### config.mk
export PLATFORM = sky130hd
export DESIGN_NAME = vpp_meas
export DESIGN_NICKNAME = d
export VERILOG_FILES = /design/src/rtl/vpp_meas.sv
export SDC_FILE = /design/constraint.sdc
export NUM_CORES = 1
export LEC_CHECK = 0
export CAP_MARGIN = 20
export CORE_AREA = 2 2 107 109
export CTS_CLUSTER_DIAMETER = 120
export DETAILED_ROUTE_END_ITERATION = 10
export DIE_AREA = 0 0 109 111
export GPL_ROUTABILITY_DRIVEN = 0
export GPL_TIMING_DRIVEN = 0
export PLACE_DENSITY = 0.75
export SLEW_MARGIN = 10
export SYNTH_ARGS = -nofsm -noshare
export SYNTH_HDL_FRONTEND = slang
export SYNTH_SLANG_ARGS = --single-unit
### constraint.sdc
create_clock -name clk_result -period 14 [get_ports clk_result]
set_input_delay 2.8 -clock clk_result [delete_from_list [all_inputs] [get_ports clk_result]]
set_output_delay 2.8 -clock clk_result [all_outputs]
set_load 0.05 [all_outputs]
### src/rtl/vpp_meas.sv
`timescale 1ns/1ps
// vpp_meas: peak-to-peak measurement for the scope capture path.
// Tracks the running max/min over each data_en frame and averages the
// peak-to-peak value over 2^AVG_LOG2 frames. The average is scaled to display
// units, clamped to the BCD range, and converted to packed BCD by a
// sequential shift-add-3 engine.
module vpp_meas #(
    parameter int DATA_W      = 8,
    parameter int AVG_LOG2    = 2,
    parameter int SCALE_NUM   = 13,
    parameter int SCALE_SHIFT = 5,
    parameter int BCD_DIGITS  = 3
) (
    input  logic                    clk_result,
    input  logic                    rst_n_result,
    input  logic [DATA_W-1:0]       ram_data,
    input  logic                    data_en,
    output logic [DATA_W-1:0]       max_out,
    output logic [DATA_W-1:0]       min_out,
    output logic                    frame_done,
    output logic [4*BCD_DIGITS-1:0] vpp_bcd,
    output logic                    vpp_valid,
    output logic                    vpp_busy,
    output logic                    vpp_ovf,
    output logic                    lost
);

    localparam int BIN_W   = 4 * BCD_DIGITS;
    localparam int ACC_W   = DATA_W + AVG_LOG2;
    localparam int CNT_W   = (AVG_LOG2 > 0) ? AVG_LOG2 : 1;
    localparam int SN_W    = (SCALE_NUM > 1) ? $clog2(SCALE_NUM + 1) : 1;
    localparam int PROD_W  = DATA_W + SN_W;
    localparam int MAX_BCD = (10 ** BCD_DIGITS) - 1;
    localparam int SC_W    = $clog2(BIN_W);
    localparam logic [CNT_W-1:0] LAST_FRAME = CNT_W'((1 << AVG_LOG2) - 1);

    typedef enum logic [1:0] {
        ST_IDLE  = 2'd0,
        ST_LOAD  = 2'd1,
        ST_SHIFT = 2'd2,
        ST_DONE  = 2'd3
    } state_t;

    // Add 3 to every BCD digit that is 5 or more (one double-dabble step).
    function automatic logic [BIN_W-1:0] add3_digits(input logic [BIN_W-1:0] d);
        logic [BIN_W-1:0] r;
        r = d;
        for (int i = 0; i < BCD_DIGITS; i++) begin
            if (d[4*i +: 4] >= 4'd5) begin
                r[4*i +: 4] = d[4*i +: 4] + 4'd3;
            end else begin
                r[4*i +: 4] = d[4*i +: 4];
            end
        end
        return r;
    endfunction

    // Frame tracking state
    logic [DATA_W-1:0] run_max_r;
    logic [DATA_W-1:0] run_min_r;
    logic              seen_r;
    logic              en_d_r;
    logic              close_s;
    logic [DATA_W-1:0] pp_s;

    // Averaging state
    logic [ACC_W-1:0]  acc_r;
    logic [CNT_W-1:0]  frm_cnt_r;
    logic [ACC_W-1:0]  acc_sum_s;
    logic [DATA_W-1:0] avg_s;
    logic              avg_ready_s;

    // Scaling
    logic [PROD_W-1:0] prod_s;
    logic [PROD_W-1:0] shifted_s;
    logic [BIN_W-1:0]  scaled_s;
    logic              sat_s;
    logic [BIN_W-1:0]  s_r;
    logic              s_ovf_r;
    logic              s_valid_r;
    logic              accept_s;

    // Converter
    state_t            state_r;
    state_t            state_next_s;
    logic              load_s;
    logic              shift_s;
    logic              done_s;
    logic [BIN_W-1:0]  bcd_r;
    logic [BIN_W-1:0]  bin_r;
    logic [BIN_W-1:0]  bcd_adj_s;
    logic              conv_ovf_r;
    logic [SC_W-1:0]   shift_cnt_r;

    // A frame closes on the first idle edge after at least one sample.
    always_comb begin
        close_s     = (!data_en) && en_d_r && seen_r;
        pp_s        = run_max_r - run_min_r;
        acc_sum_s   = acc_r + ACC_W'(pp_s);
        avg_s       = DATA_W'(acc_sum_s >> AVG_LOG2);
        avg_ready_s = close_s && (frm_cnt_r == LAST_FRAME);
        // A result is taken only if the converter is idle with nothing pending.
        accept_s    = avg_ready_s && (state_r == ST_IDLE) && (!s_valid_r);
    end

    // Scale the average and saturate to the largest displayable value.
    always_comb begin
        prod_s    = PROD_W'(avg_s) * PROD_W'(SCALE_NUM);
        shifted_s = prod_s >> SCALE_SHIFT;
        if (64'(shifted_s) > 64'(MAX_BCD)) begin
            sat_s    = 1'b1;
            scaled_s = BIN_W'(MAX_BCD);
        end else begin
            sat_s    = 1'b0;
            scaled_s = BIN_W'(shifted_s);
        end
    end

    // Running max/min per frame and the closed-frame result registers.
    always_ff @(posedge clk_result or negedge rst_n_result) begin
        if (!rst_n_result) begin
            run_max_r  <= {DATA_W{1'b0}};
            run_min_r  <= {DATA_W{1'b1}};
            seen_r     <= 1'b0;
            en_d_r     <= 1'b0;
            max_out    <= {DATA_W{1'b0}};
            min_out    <= {DATA_W{1'b0}};
            frame_done <= 1'b0;
        end else begin
            en_d_r     <= data_en;
            frame_done <= close_s;
            if (data_en) begin
                if (ram_data > run_max_r) begin
                    run_max_r <= ram_data;
                end else begin
                    run_max_r <= run_max_r;
                end
                if (ram_data < run_min_r) begin
                    run_min_r <= ram_data;
                end else begin
                    run_min_r <= run_min_r;
                end
                seen_r <= 1'b1;
            end else if (close_s) begin
                max_out   <= run_max_r;
                min_out   <= run_min_r;
                run_max_r <= {DATA_W{1'b0}};
                run_min_r <= {DATA_W{1'b1}};
                seen_r    <= 1'b0;
            end else begin
                seen_r <= seen_r;
            end
        end
    end

    // Accumulate peak-to-peak values; clear on the last frame of a group.
    always_ff @(posedge clk_result or negedge rst_n_result) begin
        if (!rst_n_result) begin
            acc_r     <= {ACC_W{1'b0}};
            frm_cnt_r <= {CNT_W{1'b0}};
        end else if (close_s) begin
            if (frm_cnt_r == LAST_FRAME) begin
                acc_r     <= {ACC_W{1'b0}};
                frm_cnt_r <= {CNT_W{1'b0}};
            end else begin
                acc_r     <= acc_sum_s;
                frm_cnt_r <= frm_cnt_r + CNT_W'(1);
            end
        end else begin
            acc_r <= acc_r;
        end
    end

    // Capture a scaled result for the converter, or flag it lost when busy.
    always_ff @(posedge clk_result or negedge rst_n_result) begin
        if (!rst_n_result) begin
            s_r       <= {BIN_W{1'b0}};
            s_ovf_r   <= 1'b0;
            s_valid_r <= 1'b0;
            lost      <= 1'b0;
        end else begin
            lost <= avg_ready_s && (!accept_s);
            if (accept_s) begin
                s_r       <= scaled_s;
                s_ovf_r   <= sat_s;
                s_valid_r <= 1'b1;
            end else if (state_r == ST_IDLE) begin
                s_valid_r <= 1'b0;
            end else begin
                s_valid_r <= s_valid_r;
            end
        end
    end

    // Converter state register.
    always_ff @(posedge clk_result or negedge rst_n_result) begin
        if (!rst_n_result) begin
            state_r <= ST_IDLE;
        end else begin
            state_r <= state_next_s;
        end
    end

    // Converter next-state logic.
    always_comb begin
        state_next_s = state_r;
        case (state_r)
            ST_IDLE: begin
                if (s_valid_r) begin
                    state_next_s = ST_LOAD;
                end else begin
                    state_next_s = ST_IDLE;
                end
            end
            ST_LOAD:  state_next_s = ST_SHIFT;
            ST_SHIFT: begin
                if (shift_cnt_r == SC_W'(BIN_W - 1)) begin
                    state_next_s = ST_DONE;
                end else begin
                    state_next_s = ST_SHIFT;
                end
            end
            ST_DONE:  state_next_s = ST_IDLE;
            default:  state_next_s = ST_IDLE;
        endcase
    end

    // Converter control decode.
    always_comb begin
        load_s  = 1'b0;
        shift_s = 1'b0;
        done_s  = 1'b0;
        case (state_r)
            ST_LOAD:  load_s  = 1'b1;
            ST_SHIFT: shift_s = 1'b1;
            ST_DONE:  done_s  = 1'b1;
            default: begin
                load_s  = 1'b0;
                shift_s = 1'b0;
                done_s  = 1'b0;
            end
        endcase
    end

    // Digit correction applied before each left shift.
    always_comb begin
        bcd_adj_s = add3_digits(bcd_r);
    end

    // Shift-add-3 datapath: BCD and binary registers shift as one word.
    always_ff @(posedge clk_result or negedge rst_n_result) begin
        if (!rst_n_result) begin
            bcd_r       <= {BIN_W{1'b0}};
            bin_r       <= {BIN_W{1'b0}};
            conv_ovf_r  <= 1'b0;
            shift_cnt_r <= {SC_W{1'b0}};
        end else if (load_s) begin
            bcd_r       <= {BIN_W{1'b0}};
            bin_r       <= s_r;
            conv_ovf_r  <= s_ovf_r;
            shift_cnt_r <= {SC_W{1'b0}};
        end else if (shift_s) begin
            {bcd_r, bin_r} <= {bcd_adj_s[BIN_W-2:0], bin_r[BIN_W-1], bin_r[BIN_W-2:0], 1'b0};
            shift_cnt_r    <= shift_cnt_r + SC_W'(1);
        end else begin
            shift_cnt_r <= shift_cnt_r;
        end
    end

    // Registered result outputs and busy flag.
    always_ff @(posedge clk_result or negedge rst_n_result) begin
        if (!rst_n_result) begin
            vpp_bcd   <= {BIN_W{1'b0}};
            vpp_ovf   <= 1'b0;
            vpp_valid <= 1'b0;
            vpp_busy  <= 1'b0;
        end else begin
            vpp_busy  <= (state_next_s != ST_IDLE);
            vpp_valid <= done_s;
            if (done_s) begin
                vpp_bcd <= bcd_r;
                vpp_ovf <= conv_ovf_r;
            end else begin
                vpp_bcd <= vpp_bcd;
            end
        end
    end

endmodule

# == After elaboration in Yosys (flattened, before gate mapping) ==
# Index checks and enable logic that the tools add are counted.
# Widths: inputs -> output; s select.
# classes
n_addsub,7
mul,1
order_cmp,6
eq_ne,7
mux,29
bitwise_logic,1
reduce_logical,17
# op_table
cell,count
$mux 12,4
$mux 8,6
$mux 10,2
$mux 4,4
$ge 4x3->1 const B,3
$mul 8x4->12 const B,1
$add 10x8->10,1
$gt 7x10->1 const B,1
$mux 1,10
$add 4x2->4 const B,2
$gt 8x8->1,1
$lt 8x8->1,1
$pmux 2 s4,1
$reduce_bool 2->1,4
$sub 8x8->8,1
$eq 2x2->1 const B,3
$logic_and 1x1->1,6
$reduce_and 2->1,3
$add 4x1->4 const B,1
$eq 4x4->1 const B,1
$ne 2x1->1 const B,2
$add 3x2->3 const B,1
$logic_not 1->1,3
$mux 3,1
5 further kinds,5
# word_totals
ff_bits,108
inputBits,11
output_inout_bits,33
elab_cells,90

# == Depth between registers and ports, before layout ==
# depth
word_depth,8
ltp_mapped,25

# == Worst setup path after synthesis ==
# Ideal clock, no wire load.
# synth_timing
path_type,flip-flop to flip-flop
start,register run_min_r[0]
end,register s_r[5]
t_arrival_ns,4.956
required_time_ns,13.869
setup_slack_ns,8.913
path_stages_with_launch,24
path_buffers,0
period_less_slack_ns,5.087
cell_sequence,dfstp_2 > ha_1 > inv_1 > fa_1 > a21o_1 > a21oi_1 > o21bai_1 > a21oi_1 > xnor2_1 > ha_1 > or3_1 > a311oi_2 > nor2_1 > xnor2_1 > xor2_1 > fa_1 > inv_1 > ha_1 > a21o_1 > a21o_1 > nand3b_1 > a21oi_1 > xor2_1 > o21ai_1
# synth_via
elab_chain_cells,5
# synth_rtl
item,line_no,rtl
"start, declared",60,logic [DATA_W-1:0] run_min_r;
"start signal, assigned",123,run_min_r <= {DATA_W{1'b1}};
"start signal, assigned",139,run_min_r <= ram_data;
"start signal, assigned",141,run_min_r <= run_min_r;
$sub 8x8->8 *,98,pp_s = run_max_r - run_min_r;
$add 10x8->10 *,99,acc_sum_s = acc_r + ACC_W'(pp_s);
$mul 8x4->12 *,108,prod_s = PROD_W'(avg_s) * PROD_W'(SCALE_NUM);
$gt 7x10->1,110,if (64'(shifted_s) > 64'(MAX_BCD)) begin
$mux 10 *,110,
"end signal, assigned",177,s_r <= {BIN_W{1'b0}};
"end signal, assigned",184,s_r <= scaled_s;
"end, declared",78,logic [BIN_W-1:0] s_r;
# Every way passes the cells marked *; elsewhere a longest branch is shown, timed or not.
# A chain may end at the register's enable or synchronous reset.

# == Worst setup path after layout ==
# Ends and elaborated chain as after synthesis.

==> results.json <==
{
  "status": "finished clean",
  "grt_setup_unrepaired": "false",
  "buffer_levels_on_the_longest_clock_path": 2,
  "insertion_delay_ns": 0.34,
  "avgRoutedWirePerCell_um": 15.5,
  "setup-tns-final_ns": 0,
  "critical_path_arrival_ns": 5.82,
  "fp-row-count": 39,
  "via_count_of_the_first_global_routing_pass": 4600,
  "synth_fp_nets": 667,
  "diodes": 0,
  "globalRouteOverflowTotal": 0,
  "depth_of_the_worst_register_to_register_path": 23,
  "timing.final.crit_share": 0.400,
  "detailedRoute.firstPassIterationCount": 4,
  "critical_path.startpoint": "run_min_r[0]",
  "coreArea_um2": 11100,
  "finalHoldViolations": 0,
  "final_cell_mix": "dfrtp_1, inv_1, ha_1",
  "timing_max_transition_violations_final": 0,
  "nFillCells": 907,
  "timing.reg2reg.setup_slack_ns": 8.40,
  "ys_dominant_reg_cell": "dfrtp_1",
  "ys_seq_area_frac": 0.427,
  "crit_required_ns": 14.22,
  "tritoncts": "yes",
  "dp_hpwl_um": 9120,
  "overall_die_area_um2": 12100,
  "h-tree-depth": 3,
  "synth_enable_flop_cells": 0,
  "first_iter_violations": 201,
  "cts_made_buffers": 9,
  "hold_buffers": 0,
  "num_vias": 4379,
  "library_cell_with_the_largest_summed_area_after_synthesis": "dfrtp_1",
  "start_util": 0.531,
  "antenna_violating_nets_post_route": 0,
  "clock-root-buffer": "clkbuf_16",
  "cts.sinks": 100,
  "synth_warnings": 0,
  "timing.critical_path.from_type": "flop",
  "final_setup_violating_endpoints": 0,
  "final-instance-count-excl-fill": 793,
  "cts.repair.resized": 0,
  "drc": 0,
  "netlist_instances": 591,
  "timing.hold.worst.class": "flop to flop",
  "ios": 44,
  "mostFrequentLayoutCell": "dfrtp_1",
  "worstSetupEndpoint": "s_r[5]",
  "antenna_found_initial": 0,
  "gr-usage-all-layers": 0.220,
  "post-place-cells": 777,
  "final.min_clock_period_ns": 5.60,
  "timing.rr.end": "s_r[5]",
  "grt_start_max_net_pins": 52,
  "crit_path_max_fanout": 5,
  "syn_avg_cell_area_um2": 9.96,
  "multi_input_area_um2": 3030,
  "cts_post_setup_buffers_inserted": 0,
  "post_route_cells_drive_above_1_share": 0.0831,
  "netlist.area_leader.share": 0.391,
  "path_class": "flop to flop",
  "vias_per_cell": 5.52,
  "timing.rr.start": "run_min_r[0]",
  "final_routed_wirelength_um": 12300,
  "die_ht_um": 111,
  "final_net_count": 721,
  "maxSlewHeadroom": 0.562,
  "max_cap_viol_count": 0,
  "grt_pass1_wl_um": 21300,
  "synth_area_um2": 5890,
  "timing_worst_slew_pin_value_ns": 0.657,
  "layout.area.seq_um2": 2510,
  "fp.dieW_um": 109,
  "timing.critical_path.to_type": "flop",
  "clock_transition_at_the_register_clock_pins_on_the_worst_setup_and_hold_paths_after_cts_ns": 0.07,
  "syn2layout_area_growth_pct": 15.5,
  "skew_ns": 0.00777,
  "yosysUniqueCellTypes": 61,
  "synth_async_sr_flop_share": 1.00,
  "ys_top_cells_by_area": "dfrtp_1, ha_1, inv_1",
  "synth.ff_latch_count": 100,
  "fmax_mhz": 178,
  "portBuffers": 42
}
-- worst min-delay path by stage --
stage | startpoint | cells after the start | end
2_1_floorplan | s_r[2] | 2 | s_r[2]
3_3_place_gp | s_r[0] | 1 | s_r[0]
3_5_place_dp | max_out[5] | 2 | max_out[5]
4_1_cts | max_out[5] | 2 | max_out[5]
5_1_grt | s_r[3] | 2 | s_r[3]
6_report | max_out[7] | 2 | max_out[7]
-- per-stage QoR --
| step | util | hold WS, ns | area (um2) | setup slack (ns) |
|---|---|---|---|---|
| 2_1_floorplan | - | 0.448 | 5890 | 8.91 |
| 3_3_place_gp | 0.585 | 0.463 | 6480 | 6.47 |
| 3_5_place_dp | 0.588 | 0.473 | 6510 | 8.39 |
| 4_1_cts | 0.614 | 0.489 | 6800 | 8.36 |
| 5_1_grt | 0.614 | 0.523 | 6800 | 7.99 |
| 6_report | 0.614 | 0.482 | 6800 | 8.40 |
-- kinds of logic (layout without fill, tap and decap cells) --
family,count (synthesis),after routing,synth area share
buffers and inverters,89,148,0.0576
other,1,1,0.000637
adders and majority gates,65,65,0.145
and+or+nand+nor,139,139,0.117
AOI/OAI and AO/OA,139,139,0.156
xor gates and xnor gates,29,29,0.0444
muxes,29,29,0.0523
DFF,100,100,0.427
-- synth_stat cells, types with 3 or more instances --
cell type and instances:
o31ai_1 3, dfstp_2 8, nor2_1 25, buf_1 5, o21ai_1 4, ha_1 60
mux2i_1 15, a21o_1 14, or3_1 4, nor2b_1 7, o22ai_1 12, a41oi_1 7
dfrtp_1 92, xor2_1 10, o31a_1 3, mux2_2 14, or2_2 3, o21a_1 3
nand3_1 10, o21ai_0 37, xnor2_1 18, a22o_1 5, a21oi_1 33, fa_1 5
nand2_1 55, nor3b_1 3, nand3b_1 11, nand2b_1 8, clkbuf_1 16, inv_1 65
-- state kept, by name (all words and copies together) (netlist names) --
register,flops
acc_r,10
bcd_r,12
bin_r,12
en_d_r,1
frame_done,1
frm_cnt_r,2
lost,1
max_out,8
min_out,8
run_max_r,8
run_min_r,8
s_r,7
s_valid_r,1
seen_r,1
shift_cnt_r,4
state_r,2
vpp_bcd,12
vpp_busy,1
vpp_valid,1
-- critical path, cell delays in order (launching register included) --
cell and delay, ns:
dfstp_2 0.57, ha_1 0.15, inv_1 0.06, fa_1 0.40
a21o_1 0.18, a21oi_1 0.22, o21bai_1 0.10, a21oi_1 0.17
xnor2_1 0.09, ha_1 0.20, or3_1 0.39, a311oi_2 0.26
nor2_1 0.11, xnor2_1 0.50, xor2_1 0.17, fa_1 0.52
inv_1 0.04, ha_1 0.33, a21o_1 0.20, a21o_1 0.18
nand3b_1 0.19, a21oi_1 0.19, xor2_1 0.17, o21ai_1 0.07
-- layer usage --
| layer | vias to the layer above | routed length (um) | share of wire | GRT usage |
|---|---|---|---|---|
| li1 | 2142 | - | - | - |
| met1 | 2120 | 5520 | 0.45 | 0.280 |
| met2 | 88 | 6090 | 0.49 | 0.363 |
| met3 | 29 | 409 | 0.033 | 0.0447 |
| met4 | 0 | 306 | 0.025 | 0.0863 |
| met5 | - | 0 | 0 | 0 |
-- area by class of cell --
class                           count  area share
Clock inverter                      6     0.00883
Inverter                           66      0.0364
Sequential cell                   100       0.370
Timing Repair Buffer               43      0.0655
Multi-Input combinational cell    402       0.446
Tap cell                          143      0.0263
Clock buffer                       10      0.0337
Buffer                             23      0.0134
Power is not shown: default switching activity piles up to over one toggle a cycle in this logic, so the estimate is an artifact.
